File: src/rtl/player_motion_ctrl_if.sv
// player_motion_ctrl_if
//
// Purpose: bundles everything that passes between one sprite motion
// controller and its surroundings. The keyboard strobe, the scan code and the
// four wall-collision flags come in. The sprite position, direction, motion
// status and step pulse go out to the VGA controller.
//
// Signals:
//   ps2_key_pressed   one-cycle strobe, ps2_key_data_in valid this cycle
//   ps2_key_data_in   PS/2 scan-code byte
//   collisionUp/Down/Right/Left  wall adjacent to the sprite in that direction
//   player_x          sprite x (zero-extended 10-bit value)
//   player_y          sprite y (zero-extended 9-bit value)
//   player_direction  00 right, 01 down, 10 left, 11 up
//   moving            high while the sprite is travelling
//   step_tick         one-cycle pulse marking each movement step
//
// Modports:
//   master  drives keys and collisions, observes the sprite
//   slave   the motion controller itself
interface player_motion_ctrl_if;
  logic        ps2_key_pressed;
  logic [7:0]  ps2_key_data_in;
  logic        collisionUp;
  logic        collisionDown;
  logic        collisionRight;
  logic        collisionLeft;
  logic [31:0] player_x;
  logic [31:0] player_y;
  logic [1:0]  player_direction;
  logic        moving;
  logic        step_tick;

  modport master (
    output ps2_key_pressed, ps2_key_data_in,
    output collisionUp, collisionDown, collisionRight, collisionLeft,
    input  player_x, player_y, player_direction, moving, step_tick
  );

  modport slave (
    input  ps2_key_pressed, ps2_key_data_in,
    input  collisionUp, collisionDown, collisionRight, collisionLeft,
    output player_x, player_y, player_direction, moving, step_tick
  );
endinterface

File: src/rtl/player_motion_ctrl.sv
// player_motion_ctrl
//
// Purpose: moves one sprite across the 640x480 playfield. The direction comes
// from PS/2 make codes, and walls block movement through the per-direction
// collision flags from the VGA controller. A free-running divider produces
// the movement step. On each step the sprite takes a buffered turn if that
// turn is clear. Otherwise it keeps going straight if possible, and stops
// when it is blocked.
//
// Ports:
//   procClock  the only clock
//   reset      synchronous, active-high
//   bus        player_motion_ctrl_if.slave (keys and collisions in, sprite out)
module player_motion_ctrl #(
  parameter int         STEP_DIV  = 250000,
  parameter int         X_INIT    = 32,
  parameter int         Y_INIT    = 32,
  parameter int         X_MAX     = 616,
  parameter int         Y_MAX     = 456,
  parameter logic [7:0] KEY_UP    = 8'h1D,
  parameter logic [7:0] KEY_DOWN  = 8'h1B,
  parameter logic [7:0] KEY_LEFT  = 8'h1C,
  parameter logic [7:0] KEY_RIGHT = 8'h23
) (
  input logic                  procClock,
  input logic                  reset,
  player_motion_ctrl_if.slave  bus
);

  localparam int DIV_W = (STEP_DIV > 1) ? $clog2(STEP_DIV) : 1;
  localparam logic [DIV_W-1:0] DIV_LAST = DIV_W'(STEP_DIV - 1);

  localparam logic [9:0] X_INIT_C = 10'(X_INIT);
  localparam logic [8:0] Y_INIT_C = 9'(Y_INIT);
  localparam logic [9:0] X_MAX_C  = 10'(X_MAX);
  localparam logic [8:0] Y_MAX_C  = 9'(Y_MAX);

  localparam logic [1:0] DIR_RIGHT = 2'b00;
  localparam logic [1:0] DIR_DOWN  = 2'b01;
  localparam logic [1:0] DIR_LEFT  = 2'b10;
  localparam logic [1:0] DIR_UP    = 2'b11;

  typedef enum logic {ST_STOPPED, ST_MOVING} state_t;

  state_t           r_state;
  logic [DIV_W-1:0] r_div;
  logic             r_tick;
  logic [9:0]       r_x;
  logic [8:0]       r_y;
  logic [1:0]       r_dir;
  logic             r_moving;
  logic [1:0]       r_reqDir;
  logic             r_reqValid;
  logic             r_breakPending;

  logic             w_keyHit;
  logic [1:0]       w_keyDir;
  logic             w_blockedReq;
  logic             w_blockedCur;

  // A direction is blocked by a wall flag or by the playfield edge. The edge
  // check is what keeps the position from ever wrapping around.
  function automatic logic isBlocked(input logic [1:0] d, input logic [9:0] x,
                                     input logic [8:0] y);
    case (d)
      DIR_RIGHT: isBlocked = bus.collisionRight || (x == X_MAX_C);
      DIR_DOWN:  isBlocked = bus.collisionDown  || (y == Y_MAX_C);
      DIR_LEFT:  isBlocked = bus.collisionLeft  || (x == 10'd0);
      default:   isBlocked = bus.collisionUp    || (y == 9'd0);
    endcase
  endfunction

  function automatic logic [9:0] stepX(input logic [1:0] d, input logic [9:0] x);
    case (d)
      DIR_RIGHT: stepX = x + 10'd1;
      DIR_LEFT:  stepX = x - 10'd1;
      default:   stepX = x;
    endcase
  endfunction

  function automatic logic [8:0] stepY(input logic [1:0] d, input logic [8:0] y);
    case (d)
      DIR_DOWN: stepY = y + 9'd1;
      DIR_UP:   stepY = y - 9'd1;
      default:  stepY = y;
    endcase
  endfunction

  assign w_blockedReq = isBlocked(r_reqDir, r_x, r_y);
  assign w_blockedCur = isBlocked(r_dir, r_x, r_y);

  // Map a make code to a direction code.
  always_comb begin
    w_keyHit = 1'b1;
    w_keyDir = DIR_RIGHT;
    case (bus.ps2_key_data_in)
      KEY_RIGHT: w_keyDir = DIR_RIGHT;
      KEY_DOWN:  w_keyDir = DIR_DOWN;
      KEY_LEFT:  w_keyDir = DIR_LEFT;
      KEY_UP:    w_keyDir = DIR_UP;
      default:   w_keyHit = 1'b0;
    endcase
  end

  // The step divider. The tick is registered, so it is high for the cycle
  // that follows the counter's terminal value.
  always_ff @(posedge procClock) begin
    if (reset) begin
      r_div  <= '0;
      r_tick <= 1'b0;
    end else begin
      r_tick <= (r_div == DIV_LAST);
      r_div  <= (r_div == DIV_LAST) ? '0 : r_div + 1'b1;
    end
  end

  // The motion FSM and the key decoder. The decoder is written after the FSM,
  // so a key arriving on a tick edge re-arms the request even when that tick
  // consumes the old one.
  always_ff @(posedge procClock) begin
    if (reset) begin
      r_state        <= ST_STOPPED;
      r_x            <= X_INIT_C;
      r_y            <= Y_INIT_C;
      r_dir          <= DIR_RIGHT;
      r_moving       <= 1'b0;
      r_reqDir       <= DIR_RIGHT;
      r_reqValid     <= 1'b0;
      r_breakPending <= 1'b0;
    end else begin
      if (r_tick) begin
        if (r_reqValid && !w_blockedReq) begin
          r_dir      <= r_reqDir;
          r_x        <= stepX(r_reqDir, r_x);
          r_y        <= stepY(r_reqDir, r_y);
          r_reqValid <= 1'b0;
          r_state    <= ST_MOVING;
          r_moving   <= 1'b1;
        end else if (r_state == ST_MOVING) begin
          if (!w_blockedCur) begin
            r_x <= stepX(r_dir, r_x);
            r_y <= stepY(r_dir, r_y);
          end else begin
            r_state  <= ST_STOPPED;
            r_moving <= 1'b0;
          end
        end
      end

      // After a break prefix, the next byte is the released key and is
      // thrown away. The extended prefix E0 leaves the break flag untouched.
      if (bus.ps2_key_pressed) begin
        if (r_breakPending) begin
          r_breakPending <= 1'b0;
        end else if (bus.ps2_key_data_in == 8'hF0) begin
          r_breakPending <= 1'b1;
        end else if (w_keyHit && (bus.ps2_key_data_in != 8'hE0)) begin
          r_reqDir   <= w_keyDir;
          r_reqValid <= 1'b1;
        end
      end
    end
  end

  assign bus.player_x         = {22'd0, r_x};
  assign bus.player_y         = {23'd0, r_y};
  assign bus.player_direction = r_dir;
  assign bus.moving           = r_moving;
  assign bus.step_tick        = r_tick;

endmodule
File: src/flat_wrapper.sv
// flat-port wrapper written by rule: the top's interface ports become plain ports
module player_motion_ctrl_flat 
#(
  parameter int         STEP_DIV  = 250000,
  parameter int         X_INIT    = 32,
  parameter int         Y_INIT    = 32,
  parameter int         X_MAX     = 616,
  parameter int         Y_MAX     = 456,
  parameter logic [7:0] KEY_UP    = 8'h1D,
  parameter logic [7:0] KEY_DOWN  = 8'h1B,
  parameter logic [7:0] KEY_LEFT  = 8'h1C,
  parameter logic [7:0] KEY_RIGHT = 8'h23
)
  (procClock, reset, bus_ps2_key_pressed, bus_ps2_key_data_in, bus_collisionUp, bus_collisionDown, bus_collisionRight, bus_collisionLeft, bus_player_x, bus_player_y, bus_player_direction, bus_moving, bus_step_tick);
  player_motion_ctrl_if bus_i ();
  input logic procClock;
  input logic reset;
  input wire logic [$bits(bus_i.ps2_key_pressed)-1:0] bus_ps2_key_pressed;
  input wire logic [$bits(bus_i.ps2_key_data_in)-1:0] bus_ps2_key_data_in;
  input wire logic [$bits(bus_i.collisionUp)-1:0] bus_collisionUp;
  input wire logic [$bits(bus_i.collisionDown)-1:0] bus_collisionDown;
  input wire logic [$bits(bus_i.collisionRight)-1:0] bus_collisionRight;
  input wire logic [$bits(bus_i.collisionLeft)-1:0] bus_collisionLeft;
  output wire logic [$bits(bus_i.player_x)-1:0] bus_player_x;
  output wire logic [$bits(bus_i.player_y)-1:0] bus_player_y;
  output wire logic [$bits(bus_i.player_direction)-1:0] bus_player_direction;
  output wire logic [$bits(bus_i.moving)-1:0] bus_moving;
  output wire logic [$bits(bus_i.step_tick)-1:0] bus_step_tick;
  assign bus_i.ps2_key_pressed = bus_ps2_key_pressed;
  assign bus_i.ps2_key_data_in = bus_ps2_key_data_in;
  assign bus_i.collisionUp = bus_collisionUp;
  assign bus_i.collisionDown = bus_collisionDown;
  assign bus_i.collisionRight = bus_collisionRight;
  assign bus_i.collisionLeft = bus_collisionLeft;
  assign bus_player_x = bus_i.player_x;
  assign bus_player_y = bus_i.player_y;
  assign bus_player_direction = bus_i.player_direction;
  assign bus_moving = bus_i.moving;
  assign bus_step_tick = bus_i.step_tick;
  player_motion_ctrl #(.STEP_DIV(STEP_DIV), .X_INIT(X_INIT), .Y_INIT(Y_INIT), .X_MAX(X_MAX), .Y_MAX(Y_MAX), .KEY_UP(KEY_UP), .KEY_DOWN(KEY_DOWN), .KEY_LEFT(KEY_LEFT), .KEY_RIGHT(KEY_RIGHT)) u_core (.procClock(procClock), .reset(reset), .bus(bus_i));
endmodule
File: config.mk
export PLATFORM = sky130hd
export DESIGN_NAME = player_motion_ctrl_flat
export DESIGN_NICKNAME = d
export VERILOG_FILES = /design/src/rtl/player_motion_ctrl_if.sv /design/src/rtl/player_motion_ctrl.sv /design/src/flat_wrapper.sv
export SDC_FILE = /design/constraint.sdc
export NUM_CORES = 1
export LEC_CHECK = 0
export CAP_MARGIN = 0
export CORE_MARGIN = 5
export CORE_UTILIZATION = 50
export CTS_BUF_LIST = sky130_fd_sc_hd__clkbuf_4
export CTS_CLUSTER_SIZE = 14
export DETAILED_ROUTE_END_ITERATION = 8
export PLACE_DENSITY_LB_ADDON = 0.3
export SLEW_MARGIN = 20
export SYNTH_ARGS = -nofsm -noshare
export SYNTH_HDL_FRONTEND = slang
export SYNTH_SLANG_ARGS = --single-unit
File: constraint.sdc
create_clock -name procClock -period 3.7 [get_ports procClock]
set_input_delay 1.11 -clock procClock [delete_from_list [all_inputs] [get_ports procClock]]
set_output_delay 1.11 -clock procClock [all_outputs]
set_load 0.02 [all_outputs]
==> flow_summary.json <==
{
  "run_status": "finished clean",
  "die_w_um": 90.7,
  "cts_resized": 0,
  "ctsLongestPathBuffers": 2,
  "firstDrtPassIters": 4,
  "hold_viol": 0,
  "synth_mux_area_share_pct": 6.19,
  "fmax_ghz": 0.322,
  "ant_nets": 0,
  "avgViaCountPerCell": 5.46,
  "synthArstFlopShare_pct": 0,
  "synth_area_leaders": "dfxtp_1 (28%), buf_4 (10%), nor2_1 (5.6%)",
  "clock_sinks": 46,
  "area_growth_pct": 9.03,
  "min_path_type": "reg -> reg",
  "drt_iter0_drc": 130,
  "critical_path_arrival_ns": 3.37,
  "worst_pin_slew_ns": 0.641,
  "fp-row-count": 29,
  "fin_worst_skew_ns": 0.0182,
  "nFillCells": 599,
  "fin_tns_setup_ns": 0,
  "power.density_mw_per_mm2": 237,
  "p_comb_share_pct": 10.6,
  "cts_tree": "yes",
  "cp_slowest_cell": "clkdlybuf4s50_1",
  "place_congestion": 0.848,
  "ys_seq_area_share_pct": 28.3,
  "worstSetupPathType": "in -> reg",
  "cp_slowest_stage_delay_ns": 0.42,
  "ys_types": 65,
  "path_delay_family": "compound AO/OA/AOI/OAI gates",
  "io-pin-count": 83,
  "die-area_mm2": 0.00823,
  "holdBufCountCts": 0,
  "synth_top_family_by_area": "simple AND/OR/NAND/NOR gates",
  "rsz0062_at_grt": "no",
  "start_util_pct": 51.3,
  "diodes": 0,
  "postPlaceCellArea_mm2": 0.00349,
  "grt_max_degree": 41,
  "numCtsBuffers": 5,
  "cts_setup_buffers": 0,
  "p_int_mw": 0.604,
  "vias": 2761,
  "core-area_mm2": 0.00635,
  "p_clk_share_pct": 29.8,
  "startpoint_type": "input port",
  "relSlewSlack_pct": 57.2,
  "period_needed_ns": 3.11,
  "required_ns": 3.96,
  "synth_xor_area_share_pct": 4.57,
  "antenna_found_initial": 0,
  "hpwl_um": 5170,
  "end_kind": "flop",
  "setup_violations": 0,
  "synth_most_common_cell": "nor2_1",
  "synth_top_area_cell": "dfxtp_1",
  "crit_fanout": 11,
  "path_clk_slew_ns": 0.13,
  "wirelength_um": 6950,
  "port_buffers": 37,
  "synth_area_per_cell_um2": 8.22,
  "synth_common_cells": "nor2_1 (49), dfxtp_1 (46), buf_4 (45)",
  "yosys.area_share.adder_pct": 2.31,
  "clk_latency_ns": 0.37,
  "slew_violations": 0,
  "route.detailed.drc": 0,
  "cts_max_level": 2,
  "fin_area_mm2": 0.00355,
  "switching_share_pct": 28.1,
  "synth-compound-area-share_pct": 14.3,
  "synth_enable_flop_cells": 0,
  "synthSimpleGateAreaFrac_pct": 30.3,
  "synth-seq-cells": 46,
  "track_usage_pct": 17.3,
  "finalCritPeriodShare_pct": 84.0,
  "drive_above_1_share_pct": 9.56,
  "peakVddDrop_mv": 0.232,
  "crit_chain": "clkdlybuf4s50_1 > nor2b_1 > a211oi_1 > and3_2 > o211ai_4 > o32a_2 > a21oi_1 > mux2_2",
  "cts_root_buffer": "clkbuf_4",
  "maxCapViolCount": 0,
  "grt_pass1_wl_um": 12000,
  "yosysTopAreaCellShare_pct": 28.3,
  "leakagePower_nw": 1.35,
  "yosys_warnings": 0,
  "synth_cells": 396,
  "cp_num_buf_inv": 1,
  "fin_nets": 449,
  "synth_top_flop_cell": "dfxtp_1",
  "syn_area_mm2": 0.00326,
  "power_switching_mw": 0.236,
  "p_seq_share_pct": 59.6,
  "first_global_vias": 2595,
  "postLayoutCoreUtil_pct": 55.9,
  "die_h_um": 90.7,
  "grt-ovfl-total": 0,
  "wl_per_cell_um": 13.7
}
sequential cells by signal, indices dropped and copies added (netlist names):
signal	flops
u_core.r_div	18
u_core.r_x	10
u_core.r_y	9
u_core.bus.player_direction	2
u_core.r_reqDir	2
u_core.bus.moving	1
u_core.bus.step_tick	1
u_core.r_breakPending	1
u_core.r_reqValid	1
u_core.r_state	1
metal layers:
| metal | GRT usage (%) | share of wire (%) | vias up |
|---|---|---|---|
| li1 | - | - | 1384 |
| met1 | 21.3 | 43 | 1311 |
| met2 | 30.0 | 50 | 60 |
| met3 | 3.42 | 5.6 | 6 |
| met4 | 5.33 | 1.1 | 0 |
| met5 | 0 | 0 | - |
worst reg2reg max path, stage by stage, from the launching register on:
cell and delay [ns]:
dfxtp_1 0.39, inv_1 0.11, ha_1 0.20, nor2b_1 0.55
nand4_4 0.20, nand4_1 0.20, nand2_1 0.10, o32a_2 0.51
a21oi_1 0.18, mux2_2 0.34
kinds of logic (layout without fill, tap and decap cells):
| family | after synthesis | count (layout) |
|---|---|---|
| other cells | 1 | 45 |
| buf+inv | 70 | 59 |
| simple gates | 174 | 174 |
| flops | 46 | 46 |
| fa+ha+maj | 6 | 6 |
| xor+xnor | 17 | 17 |
| mux | 18 | 18 |
| compound gates | 64 | 64 |
power by group through the flow:
stage / Sequential, mW / Clock [mW] / Combinational, mW
floorplan: 0.511 / 0 / 0.0995
global placement: 0.511 / 0 / 0.0872
detailed placement: 0.511 / 0 / 0.0879
CTS: 0.500 / 0.264 / 0.0881
global route: 0.501 / 0.284 / 0.0972
finish: 0.500 / 0.250 / 0.0892
cells in the final DEF (no fill, tap or decap), types with 3 or more instances in the layout:
cell / Yosys / layout
clkdlybuf4s50_1: 0 / 37
nor4_1: 4 / 4
a21oi_1: 25 / 25
nand2_1: 19 / 19
nor2b_1: 13 / 13
o211ai_1: 5 / 5
nor2_1: 49 / 49
xor2_1: 6 / 6
and3_2: 3 / 3
xnor2_1: 11 / 11
dfxtp_1: 46 / 46
mux2_2: 7 / 7
nor3_1: 6 / 6
nand4_1: 10 / 10
nand3_1: 22 / 22
o21ai_0: 14 / 14
and3_1: 15 / 15
clkbuf_4: 0 / 6
ha_1: 6 / 6
mux2i_1: 7 / 7
inv_1: 12 / 12
or3_1: 9 / 9
conb_1: 1 / 45
metrics by stage:
stage	std cells	hold WS [ns]	setup slack, ns	total power [mW]
after floorplan	440	0.413	0.838	0.610
after detailed placement	498	0.437	0.234	0.599
final	506	0.448	0.591	0.840
after global placement	498	0.425	0.256	0.598
after CTS	506	0.456	0.628	0.852
after global routing	506	0.493	0.534	0.883
layout make-up:
class | count | area (µm²) | area share [%]
flip-flops and latches | 46 | 921 | 25.9
clock buffers | 6 | 45.0 | 1.27
inverters | 12 | 45.0 | 1.27
well taps | 77 | 96.3 | 2.71
clock inverters | 2 | 13.8 | 0.388
multi-input cells | 324 | 2040 | 57.6
repair buffers | 39 | 385 | 10.9
worst paths after layout:
check | endpoint | cells past startpoint | slack [ns] | startpoint
worst max register to register | u_core.r_x[6] | 9 | 0.84 | u_core.r_x[0]
worst min-delay path | u_core.r_div[0] | 1 | 0.45 | u_core.r_div[0]
worst min register to register | u_core.r_div[0] | 1 | 0.45 | u_core.r_div[0]
worst max-delay path | u_core.r_x[6] | 8 | 0.59 | bus_collisionRight
Power figures use the tool's default switching activity.
